===== config.mk =====
export PLATFORM = sky130hd
export DESIGN_NAME = instr_fetch_unit_flat
export DESIGN_NICKNAME = d
export VERILOG_FILES = /design/src/rtl/instr_fetch_unit_if.sv /design/src/rtl/instr_fetch_unit.sv /design/src/flat_wrapper.sv
export SDC_FILE = /design/constraint.sdc
export NUM_CORES = 1
export LEC_CHECK = 0
export CORE_UTILIZATION = 51
export DETAILED_ROUTE_END_ITERATION = 6
export GPL_ROUTABILITY_DRIVEN = 0
export PLACE_DENSITY = 0.82
export SETUP_SLACK_MARGIN = 0.2
export SYNTH_ARGS = -nofsm -noshare
export SYNTH_HDL_FRONTEND = slang
export SYNTH_SLANG_ARGS = --single-unit

===== constraint.sdc =====
create_clock -name clk_i -period 2.6 [get_ports clk_i]
set_input_delay 0.65 -clock clk_i [delete_from_list [all_inputs] [get_ports clk_i]]
set_output_delay 0.65 -clock clk_i [all_outputs]
set_load 0.02 [all_outputs]

===== src/rtl/instr_fetch_unit_if.sv =====
// ----------------------------------------------------------------------------
// instr_fetch_unit_if
// Instruction-memory request/response bus between the fetch unit and the
// instruction memory. One request may be outstanding at a time; the request
// (req/addr) is held stable until the memory answers with ready/rdata.
//
// Signals
//   imem_req_o    fetch -> mem  request valid
//   imem_addr_o   fetch -> mem  request address (word aligned fetch PC)
//   imem_ready_i  mem -> fetch  response valid this cycle
//   imem_rdata_i  mem -> fetch  response instruction word
//
// Modports
//   master : the fetch unit (drives the request)
//   slave  : the instruction memory (drives the response)
// ----------------------------------------------------------------------------
interface instr_fetch_unit_if;
  logic        imem_req_o;
  logic [31:0] imem_addr_o;
  logic        imem_ready_i;
  logic [31:0] imem_rdata_i;

  modport master (
    output imem_req_o,
    output imem_addr_o,
    input  imem_ready_i,
    input  imem_rdata_i
  );

  modport slave (
    input  imem_req_o,
    input  imem_addr_o,
    output imem_ready_i,
    output imem_rdata_i
  );
endinterface


===== src/rtl/instr_fetch_unit.sv =====
// ----------------------------------------------------------------------------
// instr_fetch_unit
// Sequential instruction fetcher feeding the IF/ID stage through a 2-entry
// queue of {pc_plus4, instr}. A small FSM (IDLE/REQ/DRAIN) issues at most one
// instruction-memory request at a time. Branch/jump redirects empty the queue,
// retarget the fetch PC and pulse flush_o for one cycle; a response that
// belongs to a request issued before a redirect is discarded.
//
// Ports
//   clk_i           clock, all state on posedge
//   rst_n_i         asynchronous active-low reset
//   stall_i         1 = IF/ID holding, head is not consumed
//   branch_taken_i  taken-branch redirect request
//   branch_addr_i   branch target
//   jump_i          jump redirect request (wins over branch)
//   jump_addr_i     jump target
//   imem            instruction-memory bus (master side)
//   addr_o          PC+4 of the head instruction
//   instr_o         head instruction, 0 (NOP) when the queue is empty
//   valid_o         queue non-empty
//   flush_o         one-cycle pulse on redirect
// ----------------------------------------------------------------------------
module instr_fetch_unit (
  input  logic                       clk_i,
  input  logic                       rst_n_i,
  input  logic                       stall_i,
  input  logic                       branch_taken_i,
  input  logic [31:0]                branch_addr_i,
  input  logic                       jump_i,
  input  logic [31:0]                jump_addr_i,
  instr_fetch_unit_if.master         imem,
  output logic [31:0]                addr_o,
  output logic [31:0]                instr_o,
  output logic                       valid_o,
  output logic                       flush_o
);

  typedef enum logic [1:0] {
    ST_IDLE  = 2'd0,
    ST_REQ   = 2'd1,
    ST_DRAIN = 2'd2
  } state_e;

  // Fetch FSM and PC
  state_e      state_q,    state_d;
  logic [31:0] fetch_pc_q, fetch_pc_d;
  logic        req_q,      req_d;
  logic        flush_q,    flush_d;

  // Queue: entry 0 is always the head; entry 1 is only valid when entry 0 is.
  // Empty entries are kept at all-zero so the head registers can drive the
  // outputs directly (instr_o reads as NOP when the queue is empty).
  logic        e0_vld_q,   e0_vld_d;
  logic [31:0] e0_addr_q,  e0_addr_d;
  logic [31:0] e0_instr_q, e0_instr_d;
  logic        e1_vld_q,   e1_vld_d;
  logic [31:0] e1_addr_q,  e1_addr_d;
  logic [31:0] e1_instr_q, e1_instr_d;

  // Decoded control
  logic        redirect_s;
  logic [31:0] target_s;
  logic [31:0] pc_plus4_s;
  logic        resp_s;
  logic        push_s;
  logic        pop_s;
  logic        has_space_s;

  // Post-pop intermediate queue image
  logic        s0_vld_s;
  logic [31:0] s0_addr_s;
  logic [31:0] s0_instr_s;
  logic        s1_vld_s;
  logic [31:0] s1_addr_s;
  logic [31:0] s1_instr_s;

  // Redirect decode, response qualification and queue handshake terms
  always_comb begin
    redirect_s  = jump_i | branch_taken_i;
    target_s    = jump_i ? jump_addr_i : branch_addr_i;
    pc_plus4_s  = fetch_pc_q + 32'd4;
    has_space_s = ~e1_vld_q;
    // Only a response to a live REQ is ever pushed; DRAIN responses are dropped.
    resp_s      = (state_q == ST_REQ) & imem.imem_ready_i;
    push_s      = resp_s & ~redirect_s;
    pop_s       = ~stall_i & e0_vld_q & ~redirect_s;
  end

  // Fetch FSM next state and fetch PC update
  always_comb begin
    state_d    = state_q;
    fetch_pc_d = fetch_pc_q;
    case (state_q)
      ST_IDLE: begin
        if (redirect_s) begin
          fetch_pc_d = target_s;
          state_d    = ST_IDLE;
        end else if (has_space_s) begin
          state_d    = ST_REQ;
        end else begin
          state_d    = ST_IDLE;
        end
      end
      ST_REQ: begin
        if (redirect_s) begin
          fetch_pc_d = target_s;
          // A response arriving together with the redirect closes the
          // outstanding request, so there is nothing left to drain.
          if (imem.imem_ready_i) begin
            state_d = ST_IDLE;
          end else begin
            state_d = ST_DRAIN;
          end
        end else if (imem.imem_ready_i) begin
          fetch_pc_d = pc_plus4_s;
          state_d    = ST_IDLE;
        end else begin
          state_d    = ST_REQ;
        end
      end
      ST_DRAIN: begin
        if (redirect_s) begin
          fetch_pc_d = target_s;
        end else begin
          fetch_pc_d = fetch_pc_q;
        end
        // The stale response retires the old request whether or not a new
        // redirect arrives in the same cycle.
        if (imem.imem_ready_i) begin
          state_d = ST_IDLE;
        end else begin
          state_d = ST_DRAIN;
        end
      end
      default: begin
        state_d    = ST_IDLE;
        fetch_pc_d = fetch_pc_q;
      end
    endcase
    req_d   = (state_d == ST_REQ);
    flush_d = redirect_s;
  end

  // Queue update: apply the pop (shift) first, then place the push in the
  // first free slot, so a simultaneous push/pop keeps count and order.
  always_comb begin
    if (pop_s) begin
      s0_vld_s   = e1_vld_q;
      s0_addr_s  = e1_addr_q;
      s0_instr_s = e1_instr_q;
      s1_vld_s   = 1'b0;
      s1_addr_s  = 32'd0;
      s1_instr_s = 32'd0;
    end else begin
      s0_vld_s   = e0_vld_q;
      s0_addr_s  = e0_addr_q;
      s0_instr_s = e0_instr_q;
      s1_vld_s   = e1_vld_q;
      s1_addr_s  = e1_addr_q;
      s1_instr_s = e1_instr_q;
    end

    e0_vld_d   = s0_vld_s;
    e0_addr_d  = s0_addr_s;
    e0_instr_d = s0_instr_s;
    e1_vld_d   = s1_vld_s;
    e1_addr_d  = s1_addr_s;
    e1_instr_d = s1_instr_s;

    if (redirect_s) begin
      e0_vld_d   = 1'b0;
      e0_addr_d  = 32'd0;
      e0_instr_d = 32'd0;
      e1_vld_d   = 1'b0;
      e1_addr_d  = 32'd0;
      e1_instr_d = 32'd0;
    end else if (push_s) begin
      if (!s0_vld_s) begin
        e0_vld_d   = 1'b1;
        e0_addr_d  = pc_plus4_s;
        e0_instr_d = imem.imem_rdata_i;
      end else if (!s1_vld_s) begin
        e1_vld_d   = 1'b1;
        e1_addr_d  = pc_plus4_s;
        e1_instr_d = imem.imem_rdata_i;
      end else begin
        // Unreachable: requests are only issued while a slot is free.
        e1_vld_d   = s1_vld_s;
      end
    end else begin
      e0_vld_d   = s0_vld_s;
    end
  end

  // FSM, fetch PC and registered bus/flush outputs
  always_ff @(posedge clk_i or negedge rst_n_i) begin
    if (!rst_n_i) begin
      state_q    <= ST_IDLE;
      fetch_pc_q <= 32'd0;
      req_q      <= 1'b0;
      flush_q    <= 1'b0;
    end else begin
      state_q    <= state_d;
      fetch_pc_q <= fetch_pc_d;
      req_q      <= req_d;
      flush_q    <= flush_d;
    end
  end

  // Queue storage
  always_ff @(posedge clk_i or negedge rst_n_i) begin
    if (!rst_n_i) begin
      e0_vld_q   <= 1'b0;
      e0_addr_q  <= 32'd0;
      e0_instr_q <= 32'd0;
      e1_vld_q   <= 1'b0;
      e1_addr_q  <= 32'd0;
      e1_instr_q <= 32'd0;
    end else begin
      e0_vld_q   <= e0_vld_d;
      e0_addr_q  <= e0_addr_d;
      e0_instr_q <= e0_instr_d;
      e1_vld_q   <= e1_vld_d;
      e1_addr_q  <= e1_addr_d;
      e1_instr_q <= e1_instr_d;
    end
  end

  // The request address is the fetch PC itself, which is frozen while in REQ.
  assign imem.imem_req_o  = req_q;
  assign imem.imem_addr_o = fetch_pc_q;

  assign addr_o  = e0_addr_q;
  assign instr_o = e0_instr_q;
  assign valid_o = e0_vld_q;
  assign flush_o = flush_q;

endmodule


===== src/flat_wrapper.sv =====
// flat-port wrapper written by rule: the top's interface ports become plain ports
module instr_fetch_unit_flat 
  (clk_i, rst_n_i, stall_i, branch_taken_i, branch_addr_i, jump_i, jump_addr_i, addr_o, instr_o, valid_o, flush_o, imem_imem_req_o, imem_imem_addr_o, imem_imem_ready_i, imem_imem_rdata_i);
  instr_fetch_unit_if imem_i ();
  input  logic clk_i;
  input  logic rst_n_i;
  input  logic stall_i;
  input  logic branch_taken_i;
  input  logic [31:0] branch_addr_i;
  input  logic jump_i;
  input  logic [31:0] jump_addr_i;
  output logic [31:0] addr_o;
  output logic [31:0] instr_o;
  output logic valid_o;
  output logic flush_o;
  output wire logic [$bits(imem_i.imem_req_o)-1:0] imem_imem_req_o;
  output wire logic [$bits(imem_i.imem_addr_o)-1:0] imem_imem_addr_o;
  input wire logic [$bits(imem_i.imem_ready_i)-1:0] imem_imem_ready_i;
  input wire logic [$bits(imem_i.imem_rdata_i)-1:0] imem_imem_rdata_i;
  assign imem_imem_req_o = imem_i.imem_req_o;
  assign imem_imem_addr_o = imem_i.imem_addr_o;
  assign imem_i.imem_ready_i = imem_imem_ready_i;
  assign imem_i.imem_rdata_i = imem_imem_rdata_i;
  instr_fetch_unit u_core (.clk_i(clk_i), .rst_n_i(rst_n_i), .stall_i(stall_i), .branch_taken_i(branch_taken_i), .branch_addr_i(branch_addr_i), .jump_i(jump_i), .jump_addr_i(jump_addr_i), .imem(imem_i), .addr_o(addr_o), .instr_o(instr_o), .valid_o(valid_o), .flush_o(flush_o));
endmodule

==> flow_metrics.env <==
export IMPL_antenna_cells_inserted=0
export IMPL_detailedPlacementHpwl_um=16600
export IMPL_synth_warning_count=0
export IMPL_outcome="complete, no violations"
export IMPL_leakage_uw=0.00459
export IMPL_synth_ff_latch_count=166
export IMPL_final_layout_setup_total_negative_slack_ns=0
export IMPL_areaGrowthSynthToFinish_pct=35.4
export IMPL_grt_first_pass_wirelength_um=39800
export IMPL_synth_async_reset_ratio_pct=100
export IMPL_final_cell_mix="clkdlybuf4s50_1, nand2_1, dfrtp_1"
export IMPL_startpoint="u_core.imem.imem_addr_o[16]"
export IMPL_synth_area_um2=8520
export IMPL_port_buffers=200
export IMPL_setup_viol_count_final=0
export IMPL_postSynthAreaPerCell_um2=8.78
export IMPL_floorplan_die_area_um2=17200
export IMPL_cts_htree_levels=4
export IMPL_final_common_cell="clkdlybuf4s50_1"
export IMPL_max_stage_delay_on_crit_path_ns=0.70
export IMPL_cts_post_setup_buffers_inserted=0
export IMPL_cts_buffers_inserted=17
export IMPL_detailroute_via_count=8146
export IMPL_largest_net_degree_at_the_start_of_global_routing=96
export IMPL_fin_worst_skew_ns=0.00775
export IMPL_detail_route_first_pass_iterations=6
export IMPL_power_density_cell_area_nw_per_um2=537
export IMPL_drt_first_iter_violations=785
export IMPL_clock_path_buffers=2
export IMPL_antenna_left=0
export IMPL_critical_path_cell_sequence="clkdlybuf4s50_1"
export IMPL_drv_slew=0
export IMPL_yosys_cell_types_count=56
export IMPL_share_of_the_yosys_chip_area_belonging_to_registers_pct=48.8
export IMPL_final_power_uw=6190
export IMPL_worst_ir_drop_vdd_mv=0.547
export IMPL_synth_ff_type="dfrtp_1"
export IMPL_floorplan_die_width_um=131
export IMPL_worst_path_buf_inv=1
export IMPL_final_layout_size_suffix_gt1_share_pct=9.91
export IMPL_via_density=5.92
export IMPL_clkSlewWorstSetupHoldPaths_ns=0.06
export IMPL_core_area_um2=16100
export IMPL_end_kind="primary output"
export IMPL_period_needed_ns=2.30
export IMPL_starting_density_of_the_core_pct=52.8
export IMPL_holdCritPathClass="primary input to asynchronous set/reset pin"
export IMPL_drc=0
export IMPL_r2r_start="u_core.imem.imem_addr_o[2]"
export IMPL_floorplan_rows=46
export IMPL_initial_antenna_violation_count=0
export IMPL_synth_fp_nets=1073
export IMPL_final_hold_viol_count=0
export IMPL_maxCapViolCount=0
export IMPL_timing_final_crit_share_pct=88.5
export IMPL_setup_worst_path_start_class="flip-flop"
export IMPL_synthDominantCellAreaShare_pct=48.8
export IMPL_worstSetupPathType="flip-flop to primary output"
export IMPL_fmax_mhz=435
export IMPL_cp_required_ns=1.95
export IMPL_postSynthCellCount=970
export IMPL_rsz_0062_raised_after_global_routing="no"
export IMPL_grt_pass1_vias=7632
export IMPL_nNetsFinal=1251
export IMPL_timing_reg2reg_setup_slack_ns=0.34
export IMPL_insertion_delay_ns=0.44
export IMPL_grt_overflow_total=0
export IMPL_critical_path_top_delay_family="buffers and inverters"
export IMPL_crit_path_top_delay_cell="clkdlybuf4s50_1"
export IMPL_tritoncts="done"
export IMPL_yosys_area_top_type="dfrtp_1"
export IMPL_groute_usage_overall_pct=29.0
export IMPL_drt_total_wl_um=24500
export IMPL_arrival_ns=1.65
export IMPL_cts_hold_buf=0
export IMPL_synth_edf_count=0
export IMPL_cts_root_buf="clkbuf_16"
export IMPL_routed_wire_length_per_instance_um=17.8
export IMPL_top_level_ports=201
export IMPL_timing_critical_path_fanout_max=9
export IMPL_netlist_top_cells_area="dfrtp_1, nand2_1, a21oi_1"
export IMPL_cts_num_sinks=166
export IMPL_timing_worst_slew_pin_value_ns=0.562
export IMPL_timing_slew_headroom_pct=62.2
export IMPL_die_height_um=131
[power by group]
| group | switching [uW] | internal (uW) | total (uW) |
|---|---|---|---|
| sequential | 130 | 2650 | 2780 |
| combinational | 520 | 455 | 975 |
| clock | 1080 | 1350 | 2430 |
[final timing paths]
check / end / cells after the start
max in group asynchronous: u_core.imem.imem_addr_o[2] / 2
worst max register to register: u_core.addr_o[30] / 6
worst max-delay path: imem_imem_addr_o[16] / 1
worst min-delay path: u_core.addr_o[19] / 1
worst min register to register: u_core.e1_addr_q[14] / 2
min in group clk_i: u_core.e1_addr_q[14] / 2
[layout make-up]
| class | count | area, um2 |
|---|---|---|
| Clock inverter | 14 | 128 |
| Timing Repair Buffer | 241 | 2490 |
| Clock buffer | 18 | 439 |
| Inverter | 11 | 41.3 |
| Multi-Input combinational cell | 711 | 4010 |
| Sequential cell | 166 | 4160 |
| Tap cell | 216 | 270 |
| Fill cell | 1208 | 4580 |
[sequential cells by signal (all words and copies together), names as in the netlist]
register                 cells
u_core.imem.imem_req_o       1
u_core.e1_instr_q           32
u_core.state_q               2
u_core.e1_addr_q            32
u_core.flush_o               1
u_core.valid_o               1
u_core.imem.imem_addr_o     32
u_core.e1_vld_q              1
u_core.addr_o               32
u_core.instr_o              32
[metrics by stage]
| step | hold slack [ns] | setup slack (ns) | std cells | utilization [%] | cell area [um2] |
|---|---|---|---|---|---|
| detailed placement | 0.471 | 0.0508 | 1345 | 68.0 | 11000 |
| global route | 0.0779 | 0.238 | 1377 | 71.6 | 11500 |
| floorplan | 0.354 | 0.531 | 970 | - | 8520 |
| finish | 0.0714 | 0.299 | 1377 | 71.6 | 11500 |
| global placement | 0.458 | 0.132 | 1345 | 68.0 | 11000 |
| CTS | 0.0683 | 0.252 | 1377 | 71.5 | 11500 |
[cells in the mapped netlist, types with 8 or more instances]
cell type  instances
o21ai_0           61
xor2_1            18
clkbuf_1          52
nand2_1          196
a2bb2oi_1         25
buf_2             25
dfrtp_1          166
nand4_1           13
xnor2_1           11
nor2_1            88
a211oi_1           8
and3_1             9
nand3_1           55
inv_1              9
a311oi_1          41
mux2_2            20
a21oi_1           96
[cell families (layout without fill, tap and decap cells)]
family	Yosys count	after routing	share of synthesized area, %
multiplexers	23	23	3.00
AND/OR/NAND/NOR	388	388	20.4
XOR/XNOR	29	29	2.98
buffers and inverters	93	284	4.47
flip-flops	166	166	48.8
adder cells (fa/ha/maj)	1	1	0.147
AO/OA/AOI/OAI	270	270	20.2
[metal layers]
layer  track usage [%]  vias to the layer above  wire, um
met1              39.3                     3949     10400
met2              45.7                      364     11700
met3              6.79                       37      1820
met4              9.48                        0       503
met5                 0                        -         0
li1                  -                     3796         -
[what timing repair did]
action / in CTS / in global routing
setup endpoints to repair: 0 / 8
gates resized for setup: 0 / 3
hold endpoints to repair: 0 / 0
Note: power is estimated with default switching activity, not from simulation.
